File: config.mk
export PLATFORM = sky130hd
export DESIGN_NAME = virtual_ds2431_mem_dispatch
export DESIGN_NICKNAME = d
export VERILOG_FILES = /design/src/rtl/vds2431_mem_pkg.sv /design/src/rtl/virtual_ds2431_mem_dispatch_pos_pulse.sv /design/src/rtl/virtual_ds2431_mem_dispatch.sv
export SDC_FILE = /design/constraint.sdc
export NUM_CORES = 1
export LEC_CHECK = 0
export BUFFER_PORTS_ARGS = -buffer_cell sky130_fd_sc_hd__buf_2
export CORE_MARGIN = 1
export CORE_UTILIZATION = 48
export CTS_CLUSTER_SIZE = 12
export DETAILED_ROUTE_END_ITERATION = 16
export PLACE_DENSITY = 0.85
export SLEW_MARGIN = 25
export SYNTH_ARGS = -nofsm -noshare
export SYNTH_HDL_FRONTEND = slang
export SYNTH_SLANG_ARGS = --single-unit
File: constraint.sdc
create_clock -name clk -period 2.7 [get_ports clk]
set_clock_uncertainty 0.15 [all_clocks]
set_input_delay 0.405 -clock clk [delete_from_list [all_inputs] [get_ports clk]]
set_output_delay 0.405 -clock clk [all_outputs]
set_load 0.005 [all_outputs]
File: src/rtl/vds2431_mem_pkg.sv
// rtl/vds2431_mem_pkg.sv - shared function codes, select indices, dispatcher states and defaults
package vds2431_mem_pkg;

  localparam logic [7:0] CODE_WRITE_SCRATCH = 8'h0F;
  localparam logic [7:0] CODE_READ_SCRATCH  = 8'hAA;
  localparam logic [7:0] CODE_COPY_SCRATCH  = 8'h55;
  localparam logic [7:0] CODE_READ_MEMORY   = 8'hF0;

  localparam logic [1:0] SEL_WRITE_SCRATCH = 2'd0;
  localparam logic [1:0] SEL_READ_SCRATCH  = 2'd1;
  localparam logic [1:0] SEL_COPY_SCRATCH  = 2'd2;
  localparam logic [1:0] SEL_READ_MEMORY   = 2'd3;

  localparam logic [19:0] TIMEOUT_CYCLES_DEFAULT = 20'd600000;

  typedef enum logic [2:0] {
    ST_IDLE   = 3'd0,
    ST_GETCMD = 3'd1,
    ST_DECODE = 3'd2,
    ST_RUN    = 3'd3,
    ST_FINISH = 3'd4
  } dispState_t;

  // Returns {valid, sel}; unknown codes come back with valid = 0.
  function automatic logic [2:0] decodeCmd(input logic [7:0] code);
    case (code)
      CODE_WRITE_SCRATCH: decodeCmd = {1'b1, SEL_WRITE_SCRATCH};
      CODE_READ_SCRATCH:  decodeCmd = {1'b1, SEL_READ_SCRATCH};
      CODE_COPY_SCRATCH:  decodeCmd = {1'b1, SEL_COPY_SCRATCH};
      CODE_READ_MEMORY:   decodeCmd = {1'b1, SEL_READ_MEMORY};
      default:            decodeCmd = 3'b000;
    endcase
  endfunction

endpackage

File: src/rtl/virtual_ds2431_mem_dispatch_pos_pulse.sv
// rtl/virtual_ds2431_mem_dispatch_pos_pulse.sv - posPulse: one-cycle pulse on a rising edge of a level input
module posPulse (
  input  logic clk,
  input  logic nRst,
  input  logic sig,
  output logic pulse
);

  logic sigQ;

  always_ff @(posedge clk or negedge nRst) begin
    if (!nRst) sigQ <= 1'b0;
    else       sigQ <= sig;
  end

  assign pulse = sig & ~sigQ;

endmodule

File: src/rtl/virtual_ds2431_mem_dispatch.sv
// rtl/virtual_ds2431_mem_dispatch.sv - memory-function dispatcher sharing one byte transceiver
// Optional RUN watchdog: define VDS2431_MEM_DISPATCH_TIMEOUT_EN.
module virtual_ds2431_mem_dispatch
  import vds2431_mem_pkg::*;
#(
  parameter logic [19:0] TIMEOUT_CYCLES = TIMEOUT_CYCLES_DEFAULT
) (
  input  logic       clk,
  input  logic       nRst,
  input  logic       memCmdTrig,
  input  logic [7:0] receiveDat,
  input  logic       ByteTransDone,
  output logic       transTrig,
  output logic       nRxTx,
  output logic [3:0] subRunTrig,
  input  logic [3:0] subTransTrig,
  input  logic [3:0] subNRxTx,
  output logic [3:0] subByteDone,
  input  logic [3:0] subCmdDone,
  input  logic [3:0] subCmdFailed,
  output logic       busy,
  output logic       cmdDone,
  output logic       cmdFailed,
  output logic       cmdTimeout,
  output logic [7:0] cmdCode
);

  dispState_t state, nextState;
  logic [1:0] sel, nextSel;
  logic [1:0] settleCnt, nextSettleCnt;
  logic       abortPend, nextAbortPend;
  logic       nextBusy, nextDone, nextFailed;
  logic [7:0] nextCmdCode;
  logic       cmdPulse, bytePulse;
  logic [2:0] decoded;

  posPulse uCmdEdge  (.clk(clk), .nRst(nRst), .sig(memCmdTrig),    .pulse(cmdPulse));
  posPulse uByteEdge (.clk(clk), .nRst(nRst), .sig(ByteTransDone), .pulse(bytePulse));

  assign decoded = decodeCmd(cmdCode);

`ifdef VDS2431_MEM_DISPATCH_TIMEOUT_EN
  logic [19:0] wdCnt, nextWdCnt;
  logic        timeoutQ, nextTimeout;
  assign cmdTimeout = timeoutQ;
`else
  logic unusedTimeoutParam;
  assign unusedTimeoutParam = ^TIMEOUT_CYCLES;
  assign cmdTimeout = 1'b0;
`endif

  always_ff @(posedge clk or negedge nRst) begin
    if (!nRst) begin
      state     <= ST_IDLE;
      sel       <= 2'd0;
      settleCnt <= 2'd0;
      abortPend <= 1'b0;
      busy      <= 1'b0;
      cmdDone   <= 1'b0;
      cmdFailed <= 1'b0;
      cmdCode   <= 8'h00;
`ifdef VDS2431_MEM_DISPATCH_TIMEOUT_EN
      wdCnt     <= 20'd0;
      timeoutQ  <= 1'b0;
`endif
    end else begin
      state     <= nextState;
      sel       <= nextSel;
      settleCnt <= nextSettleCnt;
      abortPend <= nextAbortPend;
      busy      <= nextBusy;
      cmdDone   <= nextDone;
      cmdFailed <= nextFailed;
      cmdCode   <= nextCmdCode;
`ifdef VDS2431_MEM_DISPATCH_TIMEOUT_EN
      wdCnt     <= nextWdCnt;
      timeoutQ  <= nextTimeout;
`endif
    end
  end

  always_comb begin
    nextState     = state;
    nextSel       = sel;
    nextSettleCnt = settleCnt;
    nextAbortPend = abortPend;
    nextBusy      = busy;
    nextDone      = cmdDone;
    nextFailed    = cmdFailed;
    nextCmdCode   = cmdCode;
`ifdef VDS2431_MEM_DISPATCH_TIMEOUT_EN
    nextWdCnt     = wdCnt;
    nextTimeout   = timeoutQ;
`endif
    transTrig     = 1'b0;
    nRxTx         = 1'b0;
    subRunTrig    = 4'b0000;
    subByteDone   = 4'b0000;

    if (state == ST_RUN) begin
      subRunTrig  = 4'b0001 << sel;
      subByteDone = {4{ByteTransDone}} & (4'b0001 << sel);
      transTrig   = subTransTrig[sel];
      nRxTx       = subNRxTx[sel];
    end else if (state == ST_GETCMD) begin
      transTrig   = 1'b1;
    end

    // An abort parks in IDLE for one cycle so every run trigger drops before GETCMD.
    if (cmdPulse && state != ST_IDLE) begin
      nextState     = ST_IDLE;
      nextAbortPend = 1'b1;
      nextBusy      = 1'b1;
      nextDone      = 1'b0;
      nextFailed    = 1'b0;
      nextCmdCode   = 8'h00;
`ifdef VDS2431_MEM_DISPATCH_TIMEOUT_EN
      nextTimeout   = 1'b0;
`endif
    end else begin
      case (state)
        ST_IDLE: begin
          if (cmdPulse || abortPend) begin
            nextState     = ST_GETCMD;
            nextAbortPend = 1'b0;
            nextBusy      = 1'b1;
            nextDone      = 1'b0;
            nextFailed    = 1'b0;
            nextCmdCode   = 8'h00;
`ifdef VDS2431_MEM_DISPATCH_TIMEOUT_EN
            nextTimeout   = 1'b0;
`endif
          end
        end
        ST_GETCMD: begin
          if (bytePulse) begin
            nextCmdCode = receiveDat;
            nextState   = ST_DECODE;
          end
        end
        ST_DECODE: begin
          nextSettleCnt = 2'd0;
`ifdef VDS2431_MEM_DISPATCH_TIMEOUT_EN
          nextWdCnt     = 20'd0;
`endif
          if (decoded[2]) begin
            nextSel   = decoded[1:0];
            nextState = ST_RUN;
          end else begin
            nextState  = ST_FINISH;
            nextFailed = 1'b1;
            nextBusy   = 1'b0;
          end
        end
        ST_RUN: begin
`ifdef VDS2431_MEM_DISPATCH_TIMEOUT_EN
          nextWdCnt = wdCnt + 20'd1;
`endif
          // The first two RUN cycles cover the selected function's reset latency.
          if (settleCnt != 2'd2) begin
            nextSettleCnt = settleCnt + 2'd1;
          end else if (subCmdFailed[sel]) begin
            nextState  = ST_FINISH;
            nextFailed = 1'b1;
            nextBusy   = 1'b0;
          end else if (subCmdDone[sel]) begin
            nextState  = ST_FINISH;
            nextDone   = 1'b1;
            nextBusy   = 1'b0;
          end
`ifdef VDS2431_MEM_DISPATCH_TIMEOUT_EN
          if (nextState == ST_RUN && wdCnt == TIMEOUT_CYCLES - 20'd1) begin
            nextState   = ST_FINISH;
            nextFailed  = 1'b1;
            nextTimeout = 1'b1;
            nextBusy    = 1'b0;
          end
`endif
        end
        ST_FINISH: begin
          nextState = ST_IDLE;
          nextBusy  = 1'b0;
        end
        default: begin
          nextState = ST_IDLE;
        end
      endcase
    end
  end

endmodule

==> results_dict.tcl <==
set metrics [dict create \
    status "completed" \
    seqPwrFrac 0.423 \
    drv_slew 0 \
    num_antenna_cells 0 \
    r2r_start "state[2]" \
    hp-start "memCmdTrig" \
    antenna_found_initial 0 \
    synth_fp_nets 165 \
    swShare 0.399 \
    gp_congestion 0.963 \
    grt_pass1_wl_um 4490 \
    synth_top_area_frac 0.409 \
    finalHoldViolations 0 \
    placed_cells 206 \
    holdPathStages 1 \
    cts_tree "yes" \
    clkTransAtPathRegs_ps 100 \
    peakVddDrop_v 0.000544 \
    synth_area_per_cell_um2 9.44 \
    die_h_um 53.7 \
    drive_gt1_frac 0.343 \
    numPortBuffers 48 \
    postRouteAntennaNets 0 \
    grt_pass1_vias 1097 \
    grt_setup_unrepaired "false" \
    ys_ff_latch 21 \
    endpoint_kind "output pin" \
    ys_types 39 \
    reg2reg_slack_ps 530 \
    grtUsageTotal 0.219 \
    crit_required_ps 2140 \
    finalSetupTns_ps 0 \
    hold-path-endpoint "uCmdEdge.sigQ" \
    cts_buffer_depth 2 \
    setup_viol 0 \
    drt-vias-per-instance 5.66 \
    r2r_end "state[0]" \
    fmax_mhz 441 \
    placed_area_um2 1530 \
    combPwrFrac 0.456 \
    yosys.area.top_type "dfrtp_1" \
    fill_cells 216 \
    post_cts_buffers 0 \
    drc_errors 0 \
    cts_resized 0 \
    dr.first_iter.drc_count 7 \
    r2r.worst_path.cells 4 \
    drt_wl_total_um 2800 \
    p_sw_uw 485 \
    max_slew_margin 0.387 \
    instances_no_fill 211 \
    synth_seq_area_share 0.409 \
    path_buf_inv 2 \
    synth.cell_area_um2 1280 \
    fin_nets 211 \
    synth_area_leaders "dfrtp_1 (41%), mux4_2 (7.0%), nand2_1 (7.0%)" \
    crit_path_top_delay_cell "mux4_2" \
    p_leak_uw 0.000772 \
    grt_max_degree 22 \
    fp-row-count 18 \
    p_int_uw 729 \
    finalCritPeriodShare 0.840 \
    pin_count 50 \
    powerDensity_nw_per_um2 776 \
    path_cells "buf_4 > mux4_2 > nor2b_1 > nor3b_1 > buf_2" \
    holdWs_ps 84.3 \
    drt_pass1_iterations 4 \
    clockPowerShare 0.122 \
    die_area_um2 2890 \
    max-cap-violations 0 \
    critPathMaxStageDelay_ps 510 \
    wire_per_inst_um 13.3 \
    critPathMaxFanout 10 \
    start_util 0.514 \
    timing_worst_setup_path_type "reg2out" \
    num_vias 1194 \
    cts_buffers 3 \
    hold_class "in2reg" \
    grt_overflow_total 0 \
    clock-sinks 21 \
    start_kind "flip-flop" \
    htreeDepth 1 \
    dp_hpwl_um 2200 \
    clockRootBuffer "clkbuf_4" \
    postSynthCellCount 136 \
    die-width_um 53.7 \
    yosysWarnings 0 \
    worstMarginPinSlew_ps 920 \
    insertion_delay_ps 300 \
    design_area_um2 1570 \
    area_delta_synth_final_pct 21.9 \
    final_util 0.626 \
    crit_arrival_ps 1710 \
    timing.final.crit_period_ps 2270 \
    critPathTopFamily "multiplexers" \
    fp.coreArea_um2 2500 \
]
==> sequential cells by signal (all words and copies together), names as in the netlist <==
register and count:
cmdFailed 1, uCmdEdge.sigQ 1, cmdCode 8, sel 2, uByteEdge.sigQ 1, busy 1, settleCnt 2, abortPend 1
cmdDone 1, state 3
==> cells in the final DEF (no fill, tap or decap), types with 2 or more instances in the layout <==
master / n
and2_1: 3
clkbuf_4: 3
nor3b_1: 2
buf_2: 48
nor3_1: 8
mux4_2: 4
or4bb_1: 4
o21ai_0: 11
buf_4: 2
or3_1: 2
inv_1: 3
a41oi_1: 2
dfrtp_1: 21
a22o_1: 2
o31ai_1: 3
and3_1: 2
nand2b_1: 3
nand2_1: 24
nor2b_1: 3
nor2_1: 10
==> worst register-to-register path: stages, from the launching register on <==
cell and delay (ps):
dfrtp_1 520, nand3b_1 370, or3_1 470, o211ai_2 220, mux2_1 340
==> stage by stage <==
stage,power [µW],setup slack (ps)
floorplan,888,686
global placement,1050,547
detailed placement,1070,534
CTS,1220,420
global route,1320,352
finish,1210,432
==> cells by family after synthesis <==
group / share of synthesized area
simple gates: 0.269
compound gates: 0.166
flops: 0.409
buf+inv: 0.0458
mux: 0.0975
fa+ha+maj: 0.00975
other cells: 0.00292
==> Yosys cell counts <==
master / n
a21boi_0: 1
a21o_1: 1
a21oi_1: 1
a221oi_4: 1
a22o_1: 2
a22oi_1: 1
a41oi_1: 2
and2_1: 3
and2b_1: 1
and3_1: 2
buf_2: 5
buf_4: 1
clkbuf_1: 4
conb_1: 1
dfrtp_1: 21
ha_1: 1
inv_1: 3
mux2_1: 1
mux2i_1: 1
mux2i_2: 1
mux4_2: 4
nand2_1: 24
nand2b_1: 3
nand3_1: 1
nand3_2: 1
nand3b_1: 1
nand4_1: 1
nor2_1: 10
nor2b_1: 3
nor3_1: 8
nor3b_1: 2
o211ai_2: 1
o21ai_0: 11
o31a_1: 1
o31ai_1: 3
o41ai_1: 1
o41ai_2: 1
or3_1: 2
or4bb_1: 4
==> metal layers <==
metal,vias up,track usage,part of all wire
met5,-,0,0
met4,0,0.0833,0.013
met3,4,0.0367,0.065
met2,53,0.414,0.51
met1,562,0.241,0.41
li1,575,-,-
==> power by group through the flow <==
stage	clock network, µW	registers [µW]	logic [µW]
after detailed placement	0	520	551
after global placement	0	512	535
after floorplan	0	486	402
final	148	513	553
after CTS	151	513	556
after global routing	164	530	624
==> worst max-delay path by stage <==
stage	startpoint	slack [ps]	end	cells past startpoint
after detailed placement	subCmdFailed[3]	530	state[0]	5
after global routing	sel[0]	350	transTrig	5
after CTS	sel[0]	420	transTrig	5
after global placement	subCmdFailed[3]	550	state[0]	5
after floorplan	subCmdFailed[3]	690	state[0]	4
final	sel[0]	430	transTrig	5
==> timing repair <==
action / in CTS / in global routing
setup endpoints to repair: 0 / 0
hold buffers: 1 / 0
endpoints found under the hold margin: 21 / 0
==> layout make-up <==
type / count / area (µm²) / area share
Clock buffer: 4 / 26.3 / 0.0168
Inverter: 3 / 11.3 / 0.00719
Multi-Input combinational cell: 102 / 699 / 0.447
Sequential cell: 21 / 526 / 0.336
Tap cell: 30 / 37.5 / 0.0240
Timing Repair Buffer: 51 / 265 / 0.169
Note: power is estimated with default switching activity, not from simulation.
